**src/rtl/branch_ctrl.sv**
```systemverilog
// -----------------------------------------------------------------------------
// branch_ctrl
//
// Resolves conditional branches in the D stage of a simple in-order pipeline.
// The branch condition is evaluated once both needed operands are final. A
// taken branch produces a one-cycle redirect pulse to the next-PC logic,
// carrying a registered copy of the target. The block also keeps
// resolved/taken statistics and flags a branch found in a delay slot.
//
// Ports
//   clk          rising-edge clock
//   reset        synchronous active-high reset
//   br_valid     branch instruction present in D this cycle
//   B_type[2:0]  0 beq, 1 bne, 2 blez, 3 bgez, 4 bltz, 5 bgtz, 6/7 never taken
//   R1D[31:0]    forwarded rs operand
//   R2D[31:0]    forwarded rt operand
//   rs_ready     rs operand is final
//   rt_ready     rt operand is final (ignored by one-operand branch kinds)
//   target[31:0] branch target computed in D
//   stallD       freezes F and D while a branch waits for its operands
//   redirect     one-cycle pulse, next-PC loads redirect_pc
//   redirect_pc  registered taken target
//   br_cnt       resolved-branch counter, saturating
//   taken_cnt    taken-branch counter, saturating
//   slot_err     sticky: a branch appeared in a delay slot
//
// State table
//   state    | meaning
//   ---------+---------------------------------------------------------------
//   S_IDLE   | no pending branch; evaluates a ready branch immediately
//   S_WAIT   | branch present but an operand is still in flight
//   S_TAKEN  | redirect cycle; an incoming branch here is a delay-slot error
// -----------------------------------------------------------------------------
module branch_ctrl (
    input  logic        clk,
    input  logic        reset,
    input  logic        br_valid,
    input  logic [2:0]  B_type,
    input  logic [31:0] R1D,
    input  logic [31:0] R2D,
    input  logic        rs_ready,
    input  logic        rt_ready,
    input  logic [31:0] target,
    output logic        stallD,
    output logic        redirect,
    output logic [31:0] redirect_pc,
    output logic [15:0] br_cnt,
    output logic [15:0] taken_cnt,
    output logic        slot_err
);

    typedef enum logic [1:0] {
        S_IDLE  = 2'd0,
        S_WAIT  = 2'd1,
        S_TAKEN = 2'd2
    } state_t;

    localparam logic [2:0] BT_BEQ  = 3'd0;
    localparam logic [2:0] BT_BNE  = 3'd1;
    localparam logic [2:0] BT_BLEZ = 3'd2;
    localparam logic [2:0] BT_BGEZ = 3'd3;
    localparam logic [2:0] BT_BLTZ = 3'd4;
    localparam logic [2:0] BT_BGTZ = 3'd5;

    localparam logic [15:0] CNT_MAX = 16'hFFFF;

    state_t      state_q,       state_d;
    logic        redirect_q,    redirect_d;
    logic [31:0] redirect_pc_q, redirect_pc_d;
    logic [15:0] br_cnt_q,      br_cnt_d;
    logic [15:0] taken_cnt_q,   taken_cnt_d;
    logic        slot_err_q,    slot_err_d;

    logic        ops_ready;
    logic        cond_taken;
    logic        r1_zero;
    logic        r1_neg;
    logic        in_resolve;

    // -------------------------------------------------------------------------
    // Condition evaluation (purely combinational on the current operands)
    // -------------------------------------------------------------------------
    assign r1_zero = (R1D == 32'd0);
    assign r1_neg  = R1D[31];

    always_comb begin
        cond_taken = 1'b0;
        case (B_type)
            BT_BEQ:  cond_taken = (R1D == R2D);
            BT_BNE:  cond_taken = (R1D != R2D);
            BT_BLEZ: cond_taken = r1_neg | r1_zero;
            BT_BGEZ: cond_taken = ~r1_neg;
            BT_BLTZ: cond_taken = r1_neg;
            BT_BGTZ: cond_taken = ~r1_neg & ~r1_zero;
            default: cond_taken = 1'b0;
        endcase
    end

    // Kinds 2 and above read only rs, so an outstanding rt producer must not
    // hold them up.
    assign ops_ready = rs_ready & (rt_ready | (B_type >= 3'd2));

    assign in_resolve = (state_q == S_IDLE) || (state_q == S_WAIT);

    // The stall must hit the fetch stage in the same cycle as the hazard, so
    // it cannot wait for a register stage.
    assign stallD = ~reset & in_resolve & br_valid & ~ops_ready;

    // -------------------------------------------------------------------------
    // Next-state logic
    // -------------------------------------------------------------------------
    always_comb begin
        state_d       = state_q;
        redirect_d    = 1'b0;
        redirect_pc_d = redirect_pc_q;
        br_cnt_d      = br_cnt_q;
        taken_cnt_d   = taken_cnt_q;
        slot_err_d    = slot_err_q;

        case (state_q)
            S_IDLE, S_WAIT: begin
                if (br_valid) begin
                    if (ops_ready) begin
                        if (br_cnt_q != CNT_MAX) begin
                            br_cnt_d = br_cnt_q + 16'd1;
                        end
                        if (cond_taken) begin
                            state_d       = S_TAKEN;
                            redirect_d    = 1'b1;
                            redirect_pc_d = target;
                            if (taken_cnt_q != CNT_MAX) begin
                                taken_cnt_d = taken_cnt_q + 16'd1;
                            end
                        end else begin
                            state_d = S_IDLE;
                        end
                    end else begin
                        state_d = S_WAIT;
                    end
                end else begin
                    // In WAIT this is a flush: the branch is dropped silently.
                    state_d = S_IDLE;
                end
            end

            S_TAKEN: begin
                // The slot instruction is never resolved; only flagged.
                state_d = S_IDLE;
                if (br_valid) begin
                    slot_err_d = 1'b1;
                end
            end

            default: begin
                state_d = S_IDLE;
            end
        endcase
    end

    // -------------------------------------------------------------------------
    // State and output registers
    // -------------------------------------------------------------------------
    always_ff @(posedge clk) begin
        if (reset) begin
            state_q       <= S_IDLE;
            redirect_q    <= 1'b0;
            redirect_pc_q <= 32'd0;
            br_cnt_q      <= 16'd0;
            taken_cnt_q   <= 16'd0;
            slot_err_q    <= 1'b0;
        end else begin
            state_q       <= state_d;
            redirect_q    <= redirect_d;
            redirect_pc_q <= redirect_pc_d;
            br_cnt_q      <= br_cnt_d;
            taken_cnt_q   <= taken_cnt_d;
            slot_err_q    <= slot_err_d;
        end
    end

    assign redirect    = redirect_q;
    assign redirect_pc = redirect_pc_q;
    assign br_cnt      = br_cnt_q;
    assign taken_cnt   = taken_cnt_q;
    assign slot_err    = slot_err_q;

endmodule

```
**config.mk**
```make
export PLATFORM = sky130hd
export DESIGN_NAME = branch_ctrl
export DESIGN_NICKNAME = d
export VERILOG_FILES = /design/src/rtl/branch_ctrl.sv
export SDC_FILE = /design/constraint.sdc
export NUM_CORES = 1
export LEC_CHECK = 0
export CORE_UTILIZATION = 40
export CTS_CLUSTER_DIAMETER = 120
export DETAILED_ROUTE_END_ITERATION = 8
export PLACE_DENSITY = 0.92
export RECOVER_POWER = 25
export SETUP_SLACK_MARGIN = 0.15
export SLEW_MARGIN = 30
export SYNTH_ARGS = -nofsm -noshare
export SYNTH_HDL_FRONTEND = slang
export SYNTH_SLANG_ARGS = --single-unit
```
**constraint.sdc**
```tcl
create_clock -name clk -period 3 [get_ports clk]
set_clock_uncertainty 0.05 [all_clocks]
set_input_delay 0.6 -clock clk [delete_from_list [all_inputs] [get_ports clk]]
set_output_delay 0.6 -clock clk [all_outputs]
set_load 0.02 [all_outputs]
```
Word-level counts from Yosys, hierarchy flattened
Index checks and enable logic that the tools add are counted.
{"block": "totals", "ff_bits": 68, "latchBits": 0, "mem_bits_rw": 0, "romBits": 0, "output_inout_bits": 67, "elab_cells": 49, "memories": 0}
{"block": "classes", "add_sub_neg": 2, "n_mul": 0, "n_div": 0, "order_cmp": 1, "eq_ne": 11, "n_shift": 0, "muxes": 4, "bitwise_logic": 13, "reduce_logical": 11}
{"op": "16-bit by 1-bit adder with 16-bit output (second input constant)", "count": 2}
{"op": "32-bit equality test", "count": 1}
{"op": "32-bit logical NOT", "count": 1}
{"op": "16-bit != test (second input constant)", "count": 2}
{"op": "32-bit != test", "count": 1}
{"op": "4-bit AND reduction", "count": 2}
{"op": "3-bit by 2-bit equality test with 1-bit output (second input constant)", "count": 2}
{"op": "3-bit equality test (second input constant)", "count": 2}
{"op": "1-bit NOT", "count": 6}
{"op": "1-bit case mux with 6 select lines", "count": 1}
{"op": "1-bit AND", "count": 5}
{"op": "5-bit AND reduction", "count": 1}
{"op": "4-bit OR reduction", "count": 1}
{"op": "3-bit by 1-bit equality test with 1-bit output (second input constant)", "count": 1}
{"op": "3-bit by 2-bit greater-or-equal comparator with 1-bit output (second input constant)", "count": 1}
{"op": "3-bit logical NOT", "count": 1}
{"op": "3-bit OR reduction", "count": 1}
{"op": "2-bit by 1-bit equality test with 1-bit output (second input constant)", "count": 1}
{"op": "2-bit equality test (second input constant)", "count": 1}
{"op": "2-bit logical NOT", "count": 1}
{"op": "1-bit two-way mux", "count": 2}
{"op": "2-bit two-way mux", "count": 1}
{"op": "1-bit OR", "count": 2}
{"op": "2-bit AND reduction", "count": 1}
{"op": "other kinds (2)", "count": 2}

Logic depth before layout (Yosys ltp)
Gate-level depths: netlist of run 1.
{"block": "depth", "word_depth": 6, "ltp_mapped": 9, "depth_no_buf": 7}

Worst setup path after synthesis of run 1
OpenSTA, ideal clock, no wires.
{"block": "synth_path", "path_type": "input-to-reg", "from": "input port R1D[25]", "to": "register taken_cnt_q[2], in the netlist taken_cnt[2]", "t_arrival_ns": 2.312, "required_time_ns": 2.829, "path_slack_ns": 0.517, "stages": 8, "path_buffers": 1, "cell_sequence": "nor4_1 nand4_1 or2_1 a221oi_2 nor3_2 buf_6 nor3b_1 mux2_2"}
{"block": "synth_via", "elab_chain_cells": 5}
{"element": "start: declaration", "line_no": "39", "text": "input logic [31:0] R1D,"}
{"element": "32-bit logical NOT", "line_no": "83", "text": "assign r1_zero = (R1D == 32'd0);"}
{"element": "1-bit NOT", "line_no": "94", "text": "BT_BGTZ: cond_taken = ~r1_neg & ~r1_zero;"}
{"element": "1-bit AND", "line_no": "94"}
{"element": "1-bit case mux with 6 select lines *", "line_no": "88", "text": "case (B_type)"}
{"element": "5-bit AND reduction (no line) *"}
{"element": "end signal: assignment", "line_no": "176", "text": "taken_cnt_q <= taken_cnt_d;"}
{"element": "end: declaration", "line_no": "71", "text": "logic [15:0] taken_cnt_q, taken_cnt_d;"}
Every way passes the cells marked *; elsewhere a longest branch is shown, timed or not.
A chain may end at the register's enable or synchronous reset.

Worst setup path in the final report of run 1
{"block": "layout_path", "from": "input port R1D[23]", "to": "register taken_cnt_q[15], in the netlist taken_cnt[15]"}
Same word-level chain as after synthesis.

==> flow_summary.toml, run 1 <==
[logic_synthesis]
synthFlopType = "dfxtp_1"
synth-async-reset-ratio = 0
yosysMostFrequentCell = "dfxtp_1"
synthTopCellsByArea = "dfxtp_1, mux2i_1, xnor2_1"
synthTopCellsByCount = "dfxtp_1, nor2_1, xnor2_1"
yosysTopAreaCell = "dfxtp_1"
post_synth_num_cell_types = 43
ys_seq_area_frac = 0.4038
syn_area_per_cell_um2 = 9.228
yosysWarnings = 0
synth_edf_count = 0
synth_fp_nets = 466
synth_top_area_frac = 0.4038
synthesis.area_um2 = 3322
postSynthCellCount = 360
synth-seq-cells = 67

[sta]
fin_crit_ns = 2.907
rsz0062_at_grt = "true"
tns_ns = 0
whs_ns = 0.4399
slew_headroom = 0.006832
hold_viol = 0
finalCritPeriodShare = 0.9691
slew_violations = 0
max_slew.worst_pin.slew_ns = 1.490
worst_slack_ns = 0.09256
setup-violations-final = 0
fmax_ghz = 0.3439

[power_and_ir_drop]
seqPwrFrac = 0.410
p_total_mw = 2.249
pwr-share-clk = 0.413
p_leak_nw = 2.718
ir_drop_v = 0.0003982
power_switching_mw = 0.5322
p_per_area_nw_per_um2 = 379.7
switching_share = 0.2367
p_int_mw = 1.716
combinationalPowerShare = 0.178

[critical_path]
path_cells = "dlygate4sd2_1 -> nor4_2 -> nand4_1 -> or2_1 -> a221oi_4 -> buf_12 -> nor3_4 -> buf_6 -> or4_4 -> a21oi_2"
end_kind = "flop"
crit_arrival_ns = 3.11
cp.required_ns = 3.20
cp_top_family = "simple AND/OR/NAND/NOR gates"
worst_setup_path_start_kind = "input pin"
cp_slowest_cell = "or4_4"
path_buf_inv = 3
critPathMaxStageDelay_ns = 0.48
worstPathMaxFanout = 5
critPathKind = "in -> reg"

[place]
hpwl_um = 7606
place.gp.congestion = 0.7550
place_area_um2 = 5260
place_ws_ns = -0.4700
io_buffers = 170

[grt]
grt.total_usage = 0.2452
grt_pass1_vias = 3502
antenna_found_initial = 1
grt_pass1_wl_um = 16660
grt_max_degree = 79
grt.overflow.total = 0

[clock_network]
cts_tree = "done"
cts_sinks = 67
hold_buffers = 0
cts_root_buf = "clkbuf_8"
htreeDepth = 3
cts.clk_slew.worst_paths_ns = 0.08
clock_latency_ns = 0.33
clock_path_buffers = 2
cts_buffers = 9

[route]
ant_nets = 0
first_pass_iters = 4
avgRoutedWirePerCell_um = 16.85
num_vias = 3583
drt_iter0_drc = 172
wirelength_um = 11290
vias_per_cell = 5.348
drc_errors = 0

[die]
die-area_um2 = 8673
ios = 171
die_y_um = 93.13
placementRows = 32
core_um2 = 7888
dieWidth_um = 93.13
start_util = 0.4212

[outcome]
status = "finished, violations left"
violations = "capacitance limit"

[worst_hold_path]
min_path_type = "reg -> reg"

[finish]
syn_to_final_growth_pct = 78.27
final_cell_area_um2 = 5922
drive_above_1_share = 0.1658
final_nets = 668
fill_cells = 534

[flow_run]
cap_viol_max_count = 1
[area by class of cell]
class,count,area [µm²],share of cell area
tap,102,127.6,0.02155
antenna,1,2.502,0.0004226
inverter,3,11.26,0.001902
clock inverter,6,111.4,0.01880
timing repair buffer,202,2051,0.3463
multi-input combinational,279,2140,0.3613
sequential,67,1341,0.2265
clock buffer,10,137.6,0.02324
[routing by layer]
metal	up-vias	routed length, µm	track usage
met4	0	609	0.1154
li1	1699	-	-
met5	-	0	0
met3	46	1034	0.07724
met2	189	5650	0.4632
met1	1649	3993	0.2404
[stage by stage]
step,std cells,utilization
final,670,0.7508
after global routing,670,0.7508
after global placement,641,0.6669
after CTS,666,0.7256
after detailed placement,641,0.6669
after floorplan,360,-
[power groups by stage]
| stage | sequential, mW | combinational [mW] | clock, mW |
|---|---|---|---|
| final | 0.921 | 0.400 | 0.928 |
| after global routing | 0.924 | 0.422 | 0.984 |
| after CTS | 0.922 | 0.392 | 0.948 |
| after detailed placement | 0.942 | 0.374 | 0 |
| after global placement | 0.941 | 0.367 | 0 |
| after floorplan | 0.964 | 0.121 | 0 |
[cells by family after synthesis]
kind of cell,count (synthesis),share of synthesized area
AND/OR/NAND/NOR,162,0.2595
flip-flops,67,0.4038
XOR/XNOR,42,0.1107
multiplexers,42,0.1296
AO/OA/AOI/OAI,29,0.06064
buffers and inverters,16,0.02825
adder cells (fa/ha/maj),2,0.007532
[worst reg2reg max path: stages (launching register included)]
cell	delay (ns)
dfxtp_1	0.45
and4_1	0.25
and3_1	0.19
and2_0	0.30
nand2_1	0.17
nor2_2	0.50
nor2_1	0.14
mux2_1	0.34
[flip-flops by register name, summed over array words and instances, names as in the netlist]
| register | flops |
|---|---|
| br_cnt | 16 |
| redirect_pc | 32 |
| slot_err | 1 |
| state_q | 2 |
| taken_cnt | 16 |
[layout by cell type, fill, tap and decap left out, types with 2 or more instances in the layout]
cell type        instances
mux2i_2                  2
nor3_4                   3
dlymetal6s2s_1          31
o21ai_0                  9
or4_1                    3
mux2_2                   7
nor3_1                   2
buf_6                    4
and3_1                   8
dlygate4sd2_1           18
inv_1                    3
clkbuf_8                10
buf_4                   22
nand2_1                 10
and4_1                   4
o31ai_1                  2
nand4_1                 18
clkbuf_2                 2
bufinv_16                3
xnor2_2                  9
dlygate4sd3_1           28
or3_1                    7
buf_12                   3
a21oi_1                  8
nor4_2                  10
nor2_1                  59
mux2i_1                 32
nor4b_2                  2
xnor2_1                 28
nor2b_1                 10
ha_1                     2
dfxtp_1                 67
nand2b_1                 3
nand3_1                 11
clkdlybuf4s50_1         90
nor4b_1                  3
xor2_1                   5
[repair_timing]
action	4_1_cts	5_1_grt
pin swaps	19	40
gates cloned	2	1
endpoints found under the setup margin	49	41
hold endpoints to repair	0	0
setup buffers	7	2
resized for setup	45	51
[path summary, 6_finish.rpt]
kind | cells past startpoint | slack, ns | startpoint | end
max | 10 | 0.09 | R1D[23] | taken_cnt[15]
min | 2 | 0.44 | redirect_pc[4] | redirect_pc[4]
max reg2reg | 7 | 0.52 | taken_cnt[6] | taken_cnt[0]
min reg2reg | 2 | 0.44 | redirect_pc[4] | redirect_pc[4]
Power figures use the tool's default switching activity.
==> run 2, diff against run 1 <==
CTS_CLUSTER_DIAMETER = 80   (was 120)
==> results of run 2 <==
The final DEF is identical to that of run 1; final timing and power are the same.
